`config.mk`:
```
export PLATFORM = sky130hd
export DESIGN_NAME = jk_bank_sequencer
export DESIGN_NICKNAME = d
export VERILOG_FILES = /design/src/rtl/jk_seq_pkg.sv /design/src/rtl/jk_cell.sv /design/src/rtl/jk_bank_sequencer.sv
export SDC_FILE = /design/constraint.sdc
export NUM_CORES = 1
export LEC_CHECK = 0
export CORE_MARGIN = 1.5
export CORE_UTILIZATION = 50
export DETAILED_ROUTE_END_ITERATION = 16
export GPL_ROUTABILITY_DRIVEN = 0
export GPL_TIMING_DRIVEN = 0
export PLACE_DENSITY = 0.85
export SLEW_MARGIN = 40
export SYNTH_ARGS = -nofsm -noshare
export SYNTH_HDL_FRONTEND = slang
export SYNTH_SLANG_ARGS = --single-unit
```
`constraint.sdc`:
```
create_clock -name clk -period 3.4 [get_ports clk]
set_input_delay 0.51 -clock clk [delete_from_list [all_inputs] [get_ports clk]]
set_output_delay 0.51 -clock clk [all_outputs]
set_load 0.03 [all_outputs]
```
`src/rtl/jk_seq_pkg.sv`:
```
// rtl/jk_seq_pkg.sv - shared opcode and FSM state types for the JK bank sequencer
//
// Purpose: the command opcode encoding and the sequencer FSM state
//          encoding, shared by the controller and its bench.
// Ports:   none (package)
package jk_seq_pkg;

  typedef enum logic [2:0] {
    OP_NOP    = 3'd0,
    OP_LOAD   = 3'd1,
    OP_CLEAR  = 3'd2,
    OP_SET    = 3'd3,
    OP_TOGGLE = 3'd4,
    OP_CNT_UP = 3'd5,
    OP_CNT_DN = 3'd6,
    OP_RSVD   = 3'd7
  } op_e;

  typedef enum logic [1:0] {
    ST_IDLE  = 2'd0,
    ST_EXEC  = 2'd1,
    ST_COUNT = 2'd2,
    ST_DONE  = 2'd3
  } state_e;

endpackage

```
`src/rtl/jk_cell.sv`:
```
// rtl/jk_cell.sv - single JK flip-flop cell with synchronous active-high reset
//
// Purpose: one storage cell of the bank.
//          {j,k} = 00 hold, 01 clear, 10 set, 11 toggle.
// Ports:   clk   - clock, rising edge
//          reset - synchronous, active-high; forces q=0 / qn=1
//          j, k  - JK drive
//          q, qn - cell output and its complement
module jk_cell (
  input  logic clk,
  input  logic reset,
  input  logic j,
  input  logic k,
  output logic q,
  output logic qn
);

  always_ff @(posedge clk) begin
    if (reset) begin
      q <= 1'b0;
    end else begin
      case ({j, k})
        2'b01:   q <= 1'b0;
        2'b10:   q <= 1'b1;
        2'b11:   q <= ~q;
        default: q <= q;
      endcase
    end
  end

  assign qn = ~q;

endmodule

```
`src/rtl/jk_bank_sequencer.sv`:
```
// rtl/jk_bank_sequencer.sv - command-driven sequencer for a bank of JK cells
//
// Purpose: accepts opcodes over a valid/ready handshake and turns each one
//          into per-bit J/K drive for a bank of WIDTH JK cells. It supports
//          load, clear, set, masked toggle and multi-step up/down counting.
//          Completion is signalled by a one-cycle done pulse.
// Ports:   clk, reset         - clock, synchronous active-high reset
//          cmd_valid/cmd_ready - command handshake (ready only in IDLE)
//          cmd_op              - opcode (jk_seq_pkg::op_e encoding)
//          cmd_data            - LOAD value or TOGGLE mask
//          cmd_len             - number of CNT_UP/CNT_DN steps
//          q, qn               - bank outputs (qn == ~q)
//          busy                - high in EXEC or COUNT
//          done                - one-cycle pulse after the final bank update
module jk_bank_sequencer
  import jk_seq_pkg::*;
#(
  parameter int WIDTH = 8,
  parameter int CNT_W = 8
) (
  input  logic             clk,
  input  logic             reset,
  input  logic             cmd_valid,
  output logic             cmd_ready,
  input  logic [2:0]       cmd_op,
  input  logic [WIDTH-1:0] cmd_data,
  input  logic [CNT_W-1:0] cmd_len,
  output logic [WIDTH-1:0] q,
  output logic [WIDTH-1:0] qn,
  output logic             busy,
  output logic             done
);

  state_e           state_q, state_d;
  op_e              op_q;
  op_e              cmd_op_e;
  logic [WIDTH-1:0] data_q;
  logic [CNT_W-1:0] rem_q, rem_d;
  logic [WIDTH-1:0] j_vec, k_vec;
  logic [WIDTH-1:0] t_vec;
  logic             carry;
  logic             accept;

  assign cmd_op_e  = op_e'(cmd_op);
  assign cmd_ready = (state_q == ST_IDLE) && !reset;
  assign accept    = cmd_valid && cmd_ready;
  assign busy      = (state_q == ST_EXEC) || (state_q == ST_COUNT);
  assign done      = (state_q == ST_DONE);

  always_comb begin
    state_d = state_q;
    rem_d   = rem_q;
    j_vec   = '0;
    k_vec   = '0;
    t_vec   = '0;
    carry   = 1'b1;

    // Ripple toggle enables: a bit flips when every lower bit is 1 (up)
    // or every lower bit is 0 (down); bit 0 always flips.
    for (int i = 0; i < WIDTH; i++) begin
      t_vec[i] = carry;
      carry    = carry & ((op_q == OP_CNT_DN) ? ~q[i] : q[i]);
    end

    case (state_q)
      ST_IDLE: begin
        if (accept) begin
          if ((cmd_op_e == OP_CNT_UP) || (cmd_op_e == OP_CNT_DN)) begin
            state_d = ST_COUNT;
            rem_d   = cmd_len;
          end else begin
            state_d = ST_EXEC;
          end
        end
      end
      ST_EXEC: begin
        case (op_q)
          OP_LOAD: begin
            j_vec = data_q;
            k_vec = ~data_q;
          end
          OP_CLEAR:  k_vec = '1;
          OP_SET:    j_vec = '1;
          OP_TOGGLE: begin
            j_vec = data_q;
            k_vec = data_q;
          end
          default: ;
        endcase
        state_d = ST_DONE;
      end
      ST_COUNT: begin
        // A zero-length count still spends one cycle here, leaving q alone.
        if (rem_q == '0) begin
          state_d = ST_DONE;
        end else begin
          j_vec = t_vec;
          k_vec = t_vec;
          rem_d = rem_q - CNT_W'(1);
          if (rem_q == CNT_W'(1)) begin
            state_d = ST_DONE;
          end
        end
      end
      ST_DONE: state_d = ST_IDLE;
      default: state_d = ST_IDLE;
    endcase
  end

  always_ff @(posedge clk) begin
    if (reset) begin
      state_q <= ST_IDLE;
      rem_q   <= '0;
      op_q    <= OP_NOP;
      data_q  <= '0;
    end else begin
      state_q <= state_d;
      rem_q   <= rem_d;
      if (accept) begin
        op_q   <= cmd_op_e;
        data_q <= cmd_data;
      end
    end
  end

  for (genvar i = 0; i < WIDTH; i++) begin : g_cell
    jk_cell u_cell (
      .clk   (clk),
      .reset (reset),
      .j     (j_vec[i]),
      .k     (k_vec[i]),
      .q     (q[i]),
      .qn    (qn[i])
    );
  end

endmodule

```
### Word level (Yosys, flattened, before mapping)

Cells that the tools add are included.

| cells by class | value |
|---|---|
| add/sub/neg operators | 1 |
| multiply operators | 0 |
| div/mod/pow operators | 0 |
| order comparisons | 0 |
| equal/unequal tests | 39 |
| shift-type cells | 0 |
| mux-type cells | 29 |
| bitwise gates (word level) | 15 |
| reductions and logical operators | 19 |

Operators by type and width:

| operator | number |
|---|---|
| $pmux 8 s2 | 4 |
| $eq 2x2->1 const B | 18 |
| $mux 8 | 4 |
| $pmux 1 s3 | 8 |
| $pmux 8 s3 | 1 |
| $reduce_bool 3->1 | 8 |
| $eq 2x1->1 const B | 9 |
| $eq 3x3->1 const B | 4 |
| $eq 8x1->1 const B | 1 |
| $logic_not 8->1 | 1 |
| $mux 2 | 4 |
| $not 1->1 | 8 |
| $not 8->8 | 1 |
| $pmux 2 s4 | 1 |
| $sub 8x1->8 const B | 1 |
| $mux 1 | 7 |
| $and 1x1->1 | 6 |
| $eq 3x2->1 const B | 2 |
| $ne 2x2->1 const B | 2 |
| $reduce_and 4->1 | 1 |
| $eq 3x1->1 const B | 1 |
| $ne 3x1->1 const B | 1 |
| $logic_and 1x1->1 | 2 |
| $logic_not 2->1 | 1 |
| 6 further kinds | 7 |

| storage, ports and cells | value |
|---|---|
| register bits | 29 |
| latch bits | 0 |
| RAM bits | 0 |
| ROM bits | 0 |
| input bits | 22 |
| output and inout bits | 19 |
| logic and storage cells | 115 |
| memories | 0 |

### Logic depth before layout (Yosys ltp)

Gate-level depths: netlist of run 1.

| logic depth | value |
|---|---|
| depth after elaboration | 12 |
| gate-level depth with buffers | 9 |
| depth with buffers taken out | 7 |

### Hierarchy

From an unflattened synthesis of run 1, not the netlist that was laid out.

| unflattened totals | value |
|---|---|
| cell total of the unflattened synthesis | 272 |
| area, all modules | 1969.4 um2 |

Modules (own cells, without submodules):

| module | times used | cells an instance | area an instance (um2) | seq. area each (um2) |
|---|---|---|---|---|
| jk_bank_sequencer | 1 | 240 | 1689.1 | 420.4 |
| jk_cell | 8 | 4 | 35.0 | 20.0 |

### Worst setup path before layout of run 1

OpenSTA, ideal clock, no wires.

| timing path | value |
|---|---|
| path kind | reg-to-reg |
| from | reg rem_q[0] |
| to | reg g_cell[5].u_cell.q |
| setup time | 0.122 ns |
| data arrival time | 1.778 ns |
| data required time | 3.278 ns |
| slack | 1.500 ns |
| stages on the path, launching flop included | 9 |
| buffers on the path | 1 |
| clock period less this slack | 1.900 ns |
| cells stage by stage | dfxtp_1 > inv_1 > ha_1 > nor3b_2 > a21bo_1 > buf_2 > a211oi_2 > o21ai_1 > a311o_1 |

| on the way | value |
|---|---|
| word-level cells in the longest chain between the ends | 5 |
| elaborated cells on any way between the ends | 9 |
| classes of those cells | eq/ne: 3; mux: 4; reduce/logical: 2 |

RTL lines:

| element | line | text |
|---|---|---|
| start, declared | jk_bank_sequencer.sv:38 | `logic [CNT_W-1:0] rem_q, rem_d;` |
| start signal, assigned | jk_bank_sequencer.sv:118 | `rem_q <= rem_d;` |
| $logic_not 8->1 (*) | jk_bank_sequencer.sv:94 | `if (rem_q == '0) begin` |
| $mux 8 (*) | jk_bank_sequencer.sv:94 |  |
| $pmux 8 s2 | jk_bank_sequencer.sv:65 | `case (state_q)` |
| $eq 2x2->1 or $eq 2x1->1 (tied branches) | jk_cell.sv:22 | `case ({j, k})` |
| $pmux 1 s3 or $reduce_bool 3->1 (tied branches) | - |  |
| end signal, assigned | jk_cell.sv:25 | `2'b11: q <= ~q;` |
| end signal, assigned | jk_cell.sv:26 | `default: q <= q;` |
| end, declared | jk_cell.sv:14 | `output logic q,` |

Every way passes the cells marked *; elsewhere a longest branch is shown, timed or not.
A chain may end at the register's enable or synchronous reset.

### Worst setup path in the final report of run 1

| timing path | value |
|---|---|
| from | in reset |
| to | out cmd_ready |

| on the way | value |
|---|---|
| word-level cells in the longest chain between the ends | 2 |

RTL lines:

| element | line | text |
|---|---|---|
| start, declared | jk_bank_sequencer.sv:22 | `input logic reset,` |
| $logic_not 1->1 | jk_bank_sequencer.sv:45 | `assign cmd_ready = (state_q == ST_IDLE) && !reset;` |
| $logic_and 1x1->1 | jk_bank_sequencer.sv:45 |  |
| end, declared | jk_bank_sequencer.sv:24 | `output logic cmd_ready,` |

Every way passes these cells.

==> results.toml, run 1 <==
[status]
status = "complete, no violations"

[synth]
synth_most_common_cell = "sky130_fd_sc_hd__nand2_1"
synthDominantAreaCellType = "sky130_fd_sc_hd__dfxtp_1"
yosysWarnings = 0
synthDominantCellAreaShare = 0.271
post_synth_most_frequent_cells = "sky130_fd_sc_hd__nand2_1, sky130_fd_sc_hd__dfxtp_1, sky130_fd_sc_hd__inv_1, sky130_fd_sc_hd__a21oi_1"
netlist_area_mm2 = 0.00214
synthesis.instances = 288
yosys_register_bits = 29
yosysUniqueCellTypes = 62
synth_fp_nets = 316
synth_enable_flop_cells = 0
asyncSetResetFlopFracSynth = 0
synth_sequential_area_ratio = 0.271
synth_top_flop_cell = "sky130_fd_sc_hd__dfxtp_1"
syn_area_per_cell_um2 = 7.44
synth.area.top_cells = "sky130_fd_sc_hd__dfxtp_1, sky130_fd_sc_hd__nand2_1, sky130_fd_sc_hd__buf_4, sky130_fd_sc_hd__a21oi_1, sky130_fd_sc_hd__nand3_1"

[layout]
post_synthesis_to_final_layout_area_growth_pct = 25.9
num_antenna_cells = 0
layout.nets = 363
multi_input_comb_area_mm2 = 0.00129
num-fill-cells = 359
layout.area.seq_um2 = 581
final_layout_size_suffix_gt1_frac = 0.107
post_layout_nonfiller_instances = 386

[cts]
cts-root-to-sink-buffers = 2
cts_inserted_buffers = 5
post_cts_resize_count = 0
clock_latency_of_the_later_clocked_register_in_the_worst_skew_pair_ns = 0.29
postCtsSetupRepairBufs = 0
cts.reportedPaths.clkPinSlew_ns = 0.07
h-tree-depth = 2
cts_tree = "built"
cts.hold.buffers_added = 0
cts.root.buffer_cell = "sky130_fd_sc_hd__clkbuf_8"
numClockSinks = 29

[worst_setup_path]
setup.worst_path.start = "reset"
critical_path_fanouts_max = 10
r2r_setup_slack_ns = 1.23
worst_setup_path_endpoint = "cmd_ready"
critical_path_class = "in -> out"
setup.worst_path.end_class = "primary output"
worst_r2r_path_depth = 9
critical_path_arrival_ns = 2.52
regToRegEndpoint = "rem_q[7]"
timing.rr.start = "rem_q[0]"
timing.critical_path.required_ns = 2.89
worst_setup_path_start_kind = "input pin"

[drt]
total_routed_length_um = 5040
drt_drc = 0
routedLengthMet1_um = 2370
drt_pre_antenna_iters = 4
vias = 2159
route.met3.wl_um = 294
1st_iter_drt_viols = 163
maxUsedRoutingLayer = "met4"
detail-route-antenna-nets = 0
routed-wl-met2_um = 2270
post_drt_wl_per_cell_um = 13.1
average_via_count_per_standard_cell = 5.59

[power]
peakVddDrop_mv = 0.444
power_leakage_nw = 1.10
power.density_cell_area_mw_per_mm2 = 607

[global_route]
grt_antenna_before_repair = 0
globalRoute.totalOverflow = 0
grt_start_max_net_pins = 12
global_route.usage.total = 0.233
first_pass_grt_wire_length_um = 8280
vias_in_the_first_global_route = 1884

[timing]
rsz0062_at_grt = "false"
relSlewSlack = 0.592
final.min_clock_period_ns = 3.03
tightestPinTransition_ns = 0.606
hold_violations = 0
final-setup-viol-count = 0
timing.clock.skew_ns = 0.00442
timing_limited_maximum_frequency_ghz = 0.331
timing_max_transition_violations_final = 0
setup_total_negative_slack_ns = 0
timing.final.crit_share = 0.890

[floorplanning]
num_rows = 23
floorplan.core_area_mm2 = 0.00406
num_io_pins = 41
initial_core_util = 0.528
die_outline_area_mm2 = 0.00469
die_h_um = 68.5
floorplan.die.width_um = 68.5

[worst_hold_path]
worst_hold_path_type = "reg -> reg"

[place]
detailed_place_hpwl_um = 3860
post-place-cells = 378
numPortBuffers = 40

[job]
max_cap_violations = 0
how the worst min path moves through the flow:
| stage | depth (start not counted) | startpoint | end |
|---|---|---|---|
| global placement | 2 | data_q[0] | data_q[0] |
| floorplan | 2 | data_q[6] | data_q[6] |
| finish | 2 | data_q[0] | data_q[0] |
| CTS | 2 | data_q[0] | data_q[0] |
| global route | 2 | data_q[5] | data_q[5] |
| detailed placement | 2 | data_q[0] | data_q[0] |
power breakdown:
group | switching (mW) | total [mW] | internal (mW)
registers | 0.0921 | 0.511 | 0.419
clock network | 0.149 | 0.292 | 0.143
logic | 0.491 | 0.833 | 0.342
stage by stage:
step / setup WS [ns] / hold slack, ns / cell area [um2] / util / power, mW
after CTS: 0.377 / 0.494 / 2700 / 0.665 / 1.63
final: 0.375 / 0.493 / 2700 / 0.665 / 1.64
after detailed placement: 0.362 / 0.480 / 2610 / 0.642 / 1.34
after floorplan: 1.50 / 0.452 / 2140 / - / 1.12
after global placement: 0.389 / 0.475 / 2610 / 0.642 / 1.31
after global routing: 0.290 / 0.528 / 2700 / 0.665 / 1.76
state kept, by name (all words and copies together) (netlist names):
register         flops
g_cell.u_cell.q      8
rem_q                8
op_q                 3
data_q               8
state_q              2
final cells by class:
class / instances / area share
buffer: 33 / 0.0724
clock buffer: 5 / 0.0255
clock inverter: 3 / 0.00835
inverter: 21 / 0.0292
multi-input combinational: 205 / 0.477
sequential: 29 / 0.215
tap: 50 / 0.0232
timing repair buffer: 40 / 0.148
cell families (layout without fill, tap and decap cells):
logic type	after synthesis	in the layout	share of synthesized area
AO/OA/AOI/OAI	85	85	0.270
multiplexers	5	5	0.0263
AND/OR/NAND/NOR	106	106	0.257
XOR/XNOR	3	3	0.0123
buffers and inverters	54	102	0.128
flip-flops	29	29	0.271
adder cells (fa/ha/maj)	6	6	0.0350
per-layer routing:
metal  vias up  GRT usage
li1       1108          -
met1       975      0.312
met2        67      0.358
met3         9     0.0576
met5         -          0
met4         0     0.0875
worst max-delay path, cell delays in order:
cell                              delay (ns)
sky130_fd_sc_hd__clkdlybuf4s50_1        0.53
sky130_fd_sc_hd__clkbuf_1               0.37
sky130_fd_sc_hd__buf_1                  0.41
sky130_fd_sc_hd__nor2_1                 0.08
sky130_fd_sc_hd__clkdlybuf4s50_1        0.61
cell usage in the layout, fill, tap and decap left out, drive strengths merged, types with 4 or more instances in the layout:
cell type,synthesis,routed
dfxtp,29,29
buf,22,22
nand3,18,18
a21o,6,6
a21oi,20,20
clkbuf,11,16
o22ai,7,7
o21ai,16,16
nand2,41,41
a211oi,6,6
nor2,12,12
ha,6,6
clkdlybuf4s50,0,40
nor2b,5,5
o31a,4,4
nor3b,4,4
inv,21,21
nand2b,4,4
No activity file was read; power rests on OpenSTA's default activity.
==> run 2, diff against run 1 <==
--- a/config.mk
+++ b/config.mk
@@ -11,6 +11,7 @@
 export GPL_ROUTABILITY_DRIVEN = 0
 export GPL_TIMING_DRIVEN = 0
 export PLACE_DENSITY = 0.85
+export SETUP_SLACK_MARGIN = 0.4
 export SLEW_MARGIN = 40
 export SYNTH_ARGS = -nofsm -noshare
 export SYNTH_HDL_FRONTEND = slang
==> run 2 against run 1 <==
  * Wire length stayed put
  * Sequential power hardly changed
  * Global-route usage stayed put
  * Core utilization hardly changed
  * Via count stayed put
  * Worst setup slack better by 0.14 ns
  * Clock power hardly changed
  * Cell count stayed put
==> results.toml, run 2 (synthesis results as in run 1) <==
[global_route]
first_pass_grt_wire_length_um = 8280
global_route.usage.total = 0.233
vias_in_the_first_global_route = 1884
grt_start_max_net_pins = 12
globalRoute.totalOverflow = 0
grt_antenna_before_repair = 0

[cts]
cts_inserted_buffers = 5
clock_latency_of_the_later_clocked_register_in_the_worst_skew_pair_ns = 0.29
numClockSinks = 29
cts.root.buffer_cell = "sky130_fd_sc_hd__clkbuf_8"
cts_tree = "built"
cts-root-to-sink-buffers = 2
cts.reportedPaths.clkPinSlew_ns = 0.07
h-tree-depth = 2
postCtsSetupRepairBufs = 0

[layout]
stdcell_area_mm2 = 0.00270
layout.nets = 363
multi_input_comb_area_mm2 = 0.00129
final_layout_size_suffix_gt1_frac = 0.110
num_antenna_cells = 0
mostFrequentLayoutCells = "sky130_fd_sc_hd__nand2_1, sky130_fd_sc_hd__clkdlybuf4s50_1, sky130_fd_sc_hd__dfxtp_1"
biggestRegsByFlops = "data_q: 8 flops, g_cell.u_cell.q: 8 flops, rem_q: 8 flops"
layout.cells.most_common = "sky130_fd_sc_hd__nand2_1"
post_synthesis_to_final_layout_area_growth_pct = 25.9
num-fill-cells = 358
layout.area.seq_um2 = 581
post_layout_nonfiller_instances = 386
final_core_util = 0.665

[drt]
1st_iter_drt_viols = 163
post_drt_wl_per_cell_um = 13.1
drt_pre_antenna_iters = 4
detail-route-antenna-nets = 0
total_routed_length_um = 5040
drt_drc = 0
average_via_count_per_standard_cell = 5.59
vias = 2159

[floorplanning]
num_rows = 23
initial_core_util = 0.528
floorplan.die.width_um = 68.5
num_io_pins = 41
die_h_um = 68.5
die_outline_area_mm2 = 0.00469
floorplan.core_area_mm2 = 0.00406

[timing]
timing.clock.skew_ns = 0.00442
rsz0062_at_grt = "false"
timing_max_transition_violations_final = 0
final-setup-viol-count = 0
setup_total_negative_slack_ns = 0
timing.final.crit_share = 0.849
relSlewSlack = 0.592
hold_ws_ns = 0.493
final.min_clock_period_ns = 2.88
hold_violations = 0
tightestPinTransition_ns = 0.606
fin_ws_ns = 0.515
timing_limited_maximum_frequency_ghz = 0.347

[power]
power_leakage_nw = 1.10
power.density_cell_area_mw_per_mm2 = 607
finalPower_mw = 1.64
peakVddDrop_mv = 0.444

[place]
dpl_worst_slack_ns = 0.362
numPortBuffers = 40
post-place-cells = 378
cell_area_after_placement_mm2 = 0.00261
detailed_place_hpwl_um = 3860

[worst_setup_path]
critical_path_class = "in -> out"
worst_setup_path_start_kind = "input pin"
setup.worst_path.end_class = "primary output"
critical_path_fanouts_max = 10
r2r_setup_slack_ns = 1.23
timing.critical_path.required_ns = 2.89
critical_path_arrival_ns = 2.37

[job]
max_cap_violations = 0

[worst_hold_path]
worst_hold_path_type = "reg -> reg"

[status]
status = "complete, no violations"
## run 2: cell counts in the layout (fill, tap and decap cells not counted)
No cell type changed its count.
## run 2: what timing repair did
| action | CTS | global route |
|---|---|---|
| gates resized for setup | 1 | 0 |
| hold buffers | 0 | 0 |
| endpoints found under the setup margin | 1 | 0 |
## run 2: worst max-delay path: stages
cell and delay [ns]:
sky130_fd_sc_hd__clkdlybuf4s50_1 0.53, sky130_fd_sc_hd__clkbuf_1 0.37, sky130_fd_sc_hd__buf_2 0.30, sky130_fd_sc_hd__nor2_1 0.06
sky130_fd_sc_hd__clkdlybuf4s50_1 0.59
## run 2: layout make-up
class | count | share of cell area
Clock buffer | 5 | 0.0255
Multi-Input combinational cell | 205 | 0.477
Inverter | 21 | 0.0292
Timing Repair Buffer | 40 | 0.148
Sequential cell | 29 | 0.215
Clock inverter | 3 | 0.00835
Buffer | 33 | 0.0728
Tap cell | 50 | 0.0232
## run 2: path summary, 6_finish.rpt
check | from | to | cells past startpoint
min | data_q[0] | data_q[0] | 2
min reg2reg | data_q[0] | data_q[0] | 2
max | reset | cmd_ready | 5
max reg2reg | rem_q[0] | rem_q[7] | 9
## run 2: metal layers
metal	track usage	vias to the layer above	share of wire
met5	0	-	0
met4	0.0875	0	0.021
met1	0.312	975	0.47
met2	0.358	67	0.45
li1	-	1108	-
met3	0.0576	9	0.058
## run 2: where the power goes
group	internal, mW	switching [mW]
sequential	0.419	0.0921
combinational	0.343	0.491
clock	0.143	0.149
total	0.905	0.732
